==> src/rtl/crossbar_ctrl_sequencer.sv <==
// ---------------------------------------------------------------------------
// crossbar_ctrl_sequencer
//
// Initiator for the crossbar configuration port. A small table of routing
// words, each with a dwell time, is loaded through cfg_msg/cfg_val/cfg_rdy.
// A start strobe issues the table in order, one word per control handshake,
// waiting the entry's dwell time after each handshake and optionally looping.
//
// Ports:
//   clk, reset      clock, asynchronous active-high reset
//   cfg_msg         {hold[HOLD_WIDTH-1:0], word[CONTROL_BIT_WIDTH-1:0]}
//   cfg_val/cfg_rdy table-write handshake (accepted only in IDLE)
//   clear           empty the table (IDLE only, highest priority)
//   start           single-cycle strobe to begin issuing the table
//   loop            restart from entry 0 after the last entry while high
//   control         registered control word to the crossbar
//   control_val     control word valid
//   control_rdy     crossbar ready for control word
//   busy            high whenever the sequencer is not IDLE
//   done            one-cycle pulse when a non-looping pass completes
// ---------------------------------------------------------------------------
module crossbar_ctrl_sequencer #(
   parameter int CONTROL_BIT_WIDTH = 42,
   parameter int DEPTH             = 8,
   parameter int HOLD_WIDTH        = 16
) (
   input  logic                                 clk,
   input  logic                                 reset,
   input  logic [HOLD_WIDTH+CONTROL_BIT_WIDTH-1:0] cfg_msg,
   input  logic                                 cfg_val,
   output logic                                 cfg_rdy,
   input  logic                                 clear,
   input  logic                                 start,
   input  logic                                 loop,
   output logic [CONTROL_BIT_WIDTH-1:0]         control,
   output logic                                 control_val,
   input  logic                                 control_rdy,
   output logic                                 busy,
   output logic                                 done
);

   localparam int IDX_W = $clog2(DEPTH);
   localparam int CNT_W = IDX_W + 1;
   localparam int MSG_W = HOLD_WIDTH + CONTROL_BIT_WIDTH;

   localparam logic [CNT_W-1:0] DEPTH_C = CNT_W'(DEPTH);

   localparam logic [1:0] ST_IDLE  = 2'd0;
   localparam logic [1:0] ST_ISSUE = 2'd1;
   localparam logic [1:0] ST_HOLD  = 2'd2;

   logic [MSG_W-1:0]             table_q [DEPTH];
   logic [1:0]                   state_q, state_d;
   logic [CNT_W-1:0]             count_q, count_d;
   logic [IDX_W-1:0]             idx_q, idx_d;
   logic [HOLD_WIDTH-1:0]        hold_cnt_q, hold_cnt_d;
   logic [CONTROL_BIT_WIDTH-1:0] control_q, control_d;
   logic                         control_val_q, control_val_d;
   logic                         busy_q, busy_d;
   logic                         done_q, done_d;

   logic                         wr_en_s;
   logic                         advance_s;
   logic                         is_last_s;
   logic [IDX_W-1:0]             idx_inc_s;
   logic [HOLD_WIDTH-1:0]        cur_hold_s;

   // Gated by reset so the port reads not-ready while reset is held.
   assign cfg_rdy    = !reset && (state_q == ST_IDLE) && (count_q < DEPTH_C)
                       && !start && !clear;
   assign wr_en_s    = cfg_val && cfg_rdy;
   assign idx_inc_s  = idx_q + IDX_W'(1);
   assign cur_hold_s = table_q[idx_q][MSG_W-1:CONTROL_BIT_WIDTH];
   // idx+1 >= count means idx is the last valid entry.
   assign is_last_s  = ({1'b0, idx_q} + CNT_W'(1)) >= count_q;

   assign control     = control_q;
   assign control_val = control_val_q;
   assign busy        = busy_q;
   assign done        = done_q;

   // Table storage: written only through the cfg handshake, no reset needed.
   always_ff @(posedge clk) begin
      if (wr_en_s) begin
         table_q[count_q[IDX_W-1:0]] <= cfg_msg;
      end
   end

   // Next-state and next-output computation for the issue sequencer.
   always_comb begin
      state_d       = state_q;
      count_d       = count_q;
      idx_d         = idx_q;
      hold_cnt_d    = hold_cnt_q;
      control_d     = control_q;
      control_val_d = control_val_q;
      done_d        = 1'b0;
      advance_s     = 1'b0;

      case (state_q)
         ST_IDLE: begin
            if (clear) begin
               count_d = '0;
            end else if (start && (count_q != '0)) begin
               state_d       = ST_ISSUE;
               idx_d         = '0;
               control_d     = table_q[{IDX_W{1'b0}}][CONTROL_BIT_WIDTH-1:0];
               control_val_d = 1'b1;
            end else if (wr_en_s) begin
               count_d = count_q + CNT_W'(1);
            end else begin
               count_d = count_q;
            end
         end
         ST_ISSUE: begin
            if (control_rdy) begin
               control_val_d = 1'b0;
               if (cur_hold_s != '0) begin
                  hold_cnt_d = cur_hold_s;
                  state_d    = ST_HOLD;
               end else begin
                  advance_s = 1'b1;
               end
            end else begin
               control_val_d = 1'b1;
            end
         end
         ST_HOLD: begin
            hold_cnt_d = hold_cnt_q - HOLD_WIDTH'(1);
            // Advancing on the count of 1 yields exactly 'hold' idle cycles.
            if (hold_cnt_q == HOLD_WIDTH'(1)) begin
               advance_s = 1'b1;
            end else begin
               advance_s = 1'b0;
            end
         end
         default: begin
            state_d       = ST_IDLE;
            control_val_d = 1'b0;
         end
      endcase

      // Next-entry rule, shared by zero-hold handshakes and hold expiry.
      if (advance_s) begin
         if (!is_last_s) begin
            idx_d         = idx_inc_s;
            state_d       = ST_ISSUE;
            control_d     = table_q[idx_inc_s][CONTROL_BIT_WIDTH-1:0];
            control_val_d = 1'b1;
         end else if (loop) begin
            idx_d         = '0;
            state_d       = ST_ISSUE;
            control_d     = table_q[{IDX_W{1'b0}}][CONTROL_BIT_WIDTH-1:0];
            control_val_d = 1'b1;
         end else begin
            state_d       = ST_IDLE;
            control_val_d = 1'b0;
            done_d        = 1'b1;
         end
      end else begin
         done_d = done_d;
      end

      busy_d = (state_d != ST_IDLE);
   end

   // Sequencer state and registered outputs; reset aborts any issue at once.
   always_ff @(posedge clk or posedge reset) begin
      if (reset) begin
         state_q       <= ST_IDLE;
         count_q       <= '0;
         idx_q         <= '0;
         hold_cnt_q    <= '0;
         control_q     <= '0;
         control_val_q <= 1'b0;
         busy_q        <= 1'b0;
         done_q        <= 1'b0;
      end else begin
         state_q       <= state_d;
         count_q       <= count_d;
         idx_q         <= idx_d;
         hold_cnt_q    <= hold_cnt_d;
         control_q     <= control_d;
         control_val_q <= control_val_d;
         busy_q        <= busy_d;
         done_q        <= done_d;
      end
   end

endmodule

==> config.mk <==
export PLATFORM = sky130hd
export DESIGN_NAME = crossbar_ctrl_sequencer
export DESIGN_NICKNAME = d
export VERILOG_FILES = /design/src/rtl/crossbar_ctrl_sequencer.sv
export SDC_FILE = /design/constraint.sdc
export NUM_CORES = 1
export LEC_CHECK = 0
export CAP_MARGIN = 20
export CORE_MARGIN = 3
export CORE_UTILIZATION = 60
export CTS_CLUSTER_DIAMETER = 80
export DETAILED_ROUTE_END_ITERATION = 8
export PLACE_DENSITY = 0.8
export REMOVE_ABC_BUFFERS = 1
export SKIP_LAST_GASP = 1
export SYNTH_ARGS = -nofsm -noshare
export SYNTH_HDL_FRONTEND = slang
export SYNTH_SLANG_ARGS = --single-unit
==> constraint.sdc <==
create_clock -name clk -period 8 [get_ports clk]
set_input_delay 0.8 -clock clk [delete_from_list [all_inputs] [get_ports clk]]
set_output_delay 0.8 -clock clk [all_outputs]
set_load 0.01 [all_outputs]
; After elaboration in Yosys (flattened, before gate mapping)
; Memories as Yosys holds them, arrays and structs flattened.
; Cells that the tools add are included.
[totals]
n_memories = 1
output_inout_bits = 46
register_bits = 70
ram_bits = 464
[mem_list]
columns = name, words, width, rd, rd_clocked_by_memory_dff, write_ports, line_no
row1 = table_q, 8, 58, 3, 0, 1, 52  ; logic [MSG_W-1:0] table_q [DEPTH];
[op_classes]
n_reduce_logical = 18
muxes = 42
n_eq_ne = 9
magnitude_cmp = 2
n_addsub = 4
[ops]
columns = cell, n
row1 = two-way mux 42 bit, 6
row2 = two-way mux 16 bit, 2
row3 = one-hot mux 16 bit (2 select lines), 1
row4 = two-way mux 3 bit, 6
row5 = equality test 16 x 1 -> 1 bit (second input constant), 1
row6 = two-way mux 1 bit, 16
row7 = nonzero test 16 bit, 1
row8 = subtractor 16 x 1 -> 16 bit (second input constant), 1
row9 = two-way mux 4 bit, 3
row10 = two-way mux 2 bit, 5
row11 = AND reduction 3 bit, 3
row12 = != test 2 bit (second input constant), 4
row13 = logical AND 1 bit, 6
row14 = one-hot mux 2 bit (3 select lines), 1
row15 = nonzero test 2 bit, 3
row16 = adder 3 x 1 -> 4 bit (second input constant), 1
row17 = adder 4 x 1 -> 4 bit (second input constant), 1
row18 = >= comparator 4 bit, 1
row19 = < comparator 4 bit (second input constant), 1
row20 = nonzero test 4 bit, 1
row21 = adder 3 x 1 -> 3 bit (second input constant), 1
row22 = zero test 1 bit, 3
row23 = != test 3 x 2 -> 1 bit (second input constant), 1
row24 = != test 3 bit (second input constant), 1
row25 = 5 further kinds, 5

; Depth between registers and ports, before layout
[depth]
depth_word = 9
depth_mapped = 12
depth_no_buf = 9

; Worst setup path after synthesis
; No wires, ideal clock.
[synth_path]
path_kind = reg-to-reg
startpoint = register state_q[0]
endpoint = memory table_q[0][0] (netlist name) (enable)
stages_incl_launch_ff = 9
path_slack_ns = 1.652
t_required_ns = 7.455
synth_period_minus_slack_ns = 6.348
arrival_time_ns = 5.803
n_path_buf = 1
setup_time_ns = 0.545
path_cell_list = dfrtp_1 > inv_1 > ha_1 > clkbuf_1 > nand2b_1 > nor4_1 > and2_0 > nand2_1 > nor3_1
[synth_via]
elab_chain_len = 8
[synth_rtl]
columns = element, line_no
row1 = from (decl), 53  ; logic [1:0] state_q, state_d;
row2 = from (signal assigned), 179  ; state_q <= state_d;
row3 = zero test 2 bit, 69  ; assign cfg_rdy = !reset && (state_q == ST_IDLE) && (count_q < DEPTH_C)
row4 = logical AND 1 bit (2 in series), 69
row5 = logical AND 1 bit (2 in series), 70  ; && !start && !clear;
row6 = via cfg_rdy, 31  ; output logic cfg_rdy,
row7 = logical AND 1 bit, 71  ; assign wr_en_s = cfg_val && cfg_rdy;
row8 = two-way mux 1 bit, 84  ; if (wr_en_s) begin
row9 = two-way mux 1 bit (not written as such), 85  ; table_q[count_q[IDX_W-1:0]] <= cfg_msg;
row10 = to (decl), 52
; The timed path passes the listed nets, and every way through them passes these cells.

; Final worst setup path
[layout_path]
startpoint = register idx_q[1]
endpoint = register control_q[14] (netlist: control[14])
[layout_via]
elab_chain_len = 6
[layout_rtl]
columns = element, line_no
row1 = from (decl), 55  ; logic [IDX_W-1:0] idx_q, idx_d;
row2 = from (signal assigned), 181  ; idx_q <= idx_d;
row3 = memory (8 x 58 bit), -
row4 = nonzero test 16 bit, 118  ; if (cur_hold_s != '0) begin
row5 = two-way mux 1 bit, 118
row6 = two-way mux 1 bit, 116  ; if (control_rdy) begin
row7 = one-hot mux 1 bit (2 select lines), 100  ; case (state_q)
row8 = two-way mux 42 bit *, 144  ; if (advance_s) begin
row9 = via control_d[14], 57  ; logic [CONTROL_BIT_WIDTH-1:0] control_q, control_d;
row10 = to (signal assigned), 183  ; control_q <= control_d;
row11 = to (decl), 57
; Mark *: on every way through the listed nets, which the timed path passes. The rest lies on a longest branch.
; A chain may end at the register's enable or synchronous reset.

==> impl_metrics.py <==
metrics = {
    "sta": {
        "post-route-min-period_ns": 4.95,
        "hold_viol_final": 0,
        "drv_slew": 0,
        "rsz0062_at_grt": "false",
        "maxSlewHeadroom_pct": 26.5,
        "finalSetupViolations": 0,
        "tightest_slew_ns": 1.10,
        "skew_ns": 0.0138,
        "max_freq_ghz": 0.202,
        "period_share_pct": 61.9,
    },
    "clock_network": {
        "cts_root_buf": "clkbuf_16",
        "clockBufferDepth": 3,
        "cts.htree.levels": 2,
        "clk_latency_ns": 0.56,
        "post_cts_buffers": 0,
        "cts_tree": "yes",
        "cts_made_buffers": 52,
        "clkTransAtPathRegs_ns": 0.06,
        "cts_hold_buf": 0,
        "cts_resized": 0,
        "cts.sinks": 534,
    },
    "placement": {
        "dpl_cell_area_um2": 22900,
        "hpwlAfterDp_um": 24100,
        "portBuffers": 110,
        "place_congestion": 0.824,
    },
    "grt": {
        "grt_pass1_wl_um": 70800,
        "globalRouteTotalUtil_pct": 24.6,
        "grt_pass1_vias": 11722,
        "grt_max_degree": 59,
        "overflow": 0,
        "antenna_found_initial": 6,
    },
    "die": {
        "num_rows": 68,
        "start_util_pct": 61.2,
        "ios": 111,
        "die_area_um2": 37700,
        "core_um2": 34700,
        "fp.dieH_um": 194,
        "chipWidth_um": 194,
    },
    "cells_and_area": {
        "nets": 1286,
        "syn2layout_area_growth_pct": 15.6,
        "num-fill-cells": 2071,
        "drive_above_1_share_pct": 22.5,
        "stdcell_area_um2": 24600,
    },
    "worst_setup_path": {
        "critical_path_class": "reg2reg",
        "end_kind": "flip-flop",
        "critPathArrivalTime_ns": 5.45,
        "crit_path_start_kind": "flip-flop",
        "required_ns": 8.50,
        "cp_max_fo": 47,
    },
    "routing": {
        "first_iter_violations": 1178,
        "drcViolationCount": 0,
        "ant_nets": 0,
        "vias": 11124,
        "firstDrtPassIters": 5,
        "routedWlPerCell_um": 26.8,
        "viasPerCell": 6.52,
        "drt_wl_total_um": 45800,
    },
    "power": {
        "max-vdd-ir-drop_v": 0.000203,
        "power_mw": 5.52,
        "powerDensity_nw_per_um2": 224,
        "p_leak_nw": 8.40,
    },
    "yosys": {
        "yosysWarningCount": 0,
        "synth_edf_count": 464,
        "synth_top_area_share_pct": 65.5,
        "ys_seq_area_share_pct": 73.8,
        "synthCells": 1081,
        "syn_area_um2": 21300,
        "synth_top_area_cell": "edfxtp_1",
        "synthTopCellsByArea": "edfxtp_1 66%, mux4_2 12%, dfrtp_1 8.2%",
        "synthFlopType": "edfxtp_1",
        "synth.avg_cell_area_um2": 19.7,
        "synth_seq_cells": 534,
        "async_flop_share_pct": 13.1,
        "ys_types": 55,
    },
    "min_path": {
        "worstHoldPathType": "reg2reg",
    },
    "status": {
        "outcome": "finished clean",
    },
    "run": {
        "maxCapViolations": 0,
    },
}
kinds of logic after synthesis:
kind of cell	count (synthesis)	share of synthesized area (%)
fa+ha+maj	15	0.883
flops	534	73.8
mux	174	15.0
compound gates	121	5.04
xor+xnor	2	0.0824
simple gates	161	3.49
buf+inv	74	1.71
through the flow:
| stage | setup TNS (ns) | setup slack [ns] | util [%] | hold WS [ns] | std cells |
|---|---|---|---|---|---|
| floorplan | -105.32 | -2.35 | - | 0.483 | 1022 |
| finish | 0 | 3.05 | 70.8 | 0.528 | 1706 |
| CTS | 0 | 2.90 | 70.7 | 0.529 | 1702 |
| global placement | 0 | 3.03 | 65.9 | 0.509 | 1606 |
| global route | 0 | 2.78 | 70.8 | 0.562 | 1706 |
| detailed placement | 0 | 2.96 | 65.9 | 0.509 | 1606 |
synthesized netlist by cell type (2+ instances only):
library cell / count
a211o_1: 4
and3_1: 3
a31oi_1: 5
nor4_1: 9
nor2b_1: 2
or4_1: 2
buf_6: 7
ha_1: 15
nor3b_1: 2
a22o_1: 4
a211oi_1: 3
o221a_2: 44
dfrtp_1: 70
buf_4: 7
or2_2: 8
nand4_1: 5
mux4_2: 116
a21oi_1: 9
mux2i_1: 58
or3_1: 2
o21ai_0: 10
clkbuf_1: 29
buf_2: 5
nor3_1: 7
inv_1: 15
buf_1: 11
nor2_1: 32
nand3_1: 8
o211a_1: 2
edfxtp_1: 464
o22ai_1: 2
nand2_1: 71
nand2b_1: 5
a21o_1: 3
a2bb2oi_1: 7
a311o_1: 8
o211ai_1: 9
registers in the layout, summed over array words and instances, names as in the netlist:
signal       count
busy             1
control         42
control_val      1
count_q          4
done             1
hold_cnt_q      16
idx_q            3
state_q          2
table_q        464
routing by layer:
layer  share of wire [%]  GRT usage, %
met1                  40          34.6
met5               0.074             0
met4                 2.7          7.74
met2                  50          39.5
met3                 7.9          5.56
final cells by class:
cell class	instances	area [µm²]	share of cell area [%]
sequential	534	15700	63.8
multi-input combinational	473	5300	21.6
clock buffer	73	1450	5.90
timing repair buffer	130	1260	5.14
tap	455	569	2.32
clock inverter	23	243	0.987
inverter	15	57.6	0.234
antenna	3	7.51	0.0305
layout by cell type, fill, tap and decap left out, types with 7 or more instances in the layout:
cell type and count:
a311o_1 8, a2bb2oi_1 7, clkinv_1 7, mux4_2 116, a21oi_1 9, inv_1 14
nor2_1 26, o211ai_1 9, clkinv_2 8, dfrtp_1 69, clkdlybuf4s50_1 110, nand2_1 71
o21ai_0 10, o221a_2 44, mux2i_1 58, buf_4 19, edfxtp_1 464, clkbuf_16 53
nand3_1 8, nor4_1 9, or2_2 8, clkbuf_1 15, ha_1 14
power breakdown:
part | leakage, nW | internal (mW) | switching (mW)
registers | 5.07 | 3.03 | 0.000360
clock network | 0.821 | 1.42 | 0.994
logic | 2.52 | 0.0289 | 0.0435
total | 8.40 | 4.48 | 1.04
path summary, 6_finish.rpt:
check	startpoint	endpoint	slack, ns	cells after the start
worst max-delay path	idx_q[1]$_DFF_PP0_	control[14]$_DFF_PP0_	3.05	10
worst min-delay path	hold_cnt_q[13]$_DFFE_PP0P_	hold_cnt_q[13]$_DFFE_PP0P_	0.53	1
worst max register to register	idx_q[1]$_DFF_PP0_	control[14]$_DFF_PP0_	3.05	10
worst min register to register	hold_cnt_q[13]$_DFFE_PP0P_	hold_cnt_q[13]$_DFFE_PP0P_	0.53	1
max in group asynchronous	reset	idx_q[0]$_DFF_PP0_	6.21	3
min in group asynchronous	reset	count_q[1]$_DFFE_PP0P_	0.72	2
worst max-delay path: stages, from the launching register on:
cell	delay, ns
dfrtp_1	0.89
buf_4	0.40
mux4_2	0.34
mux2i_1	0.26
nand4_1	0.23
nor4_1	0.64
a22o_2	0.24
buf_4	0.53
nand2b_2	0.61
buf_4	0.44
o221a_2	0.28
No activity file was read; power rests on OpenSTA's default activity.
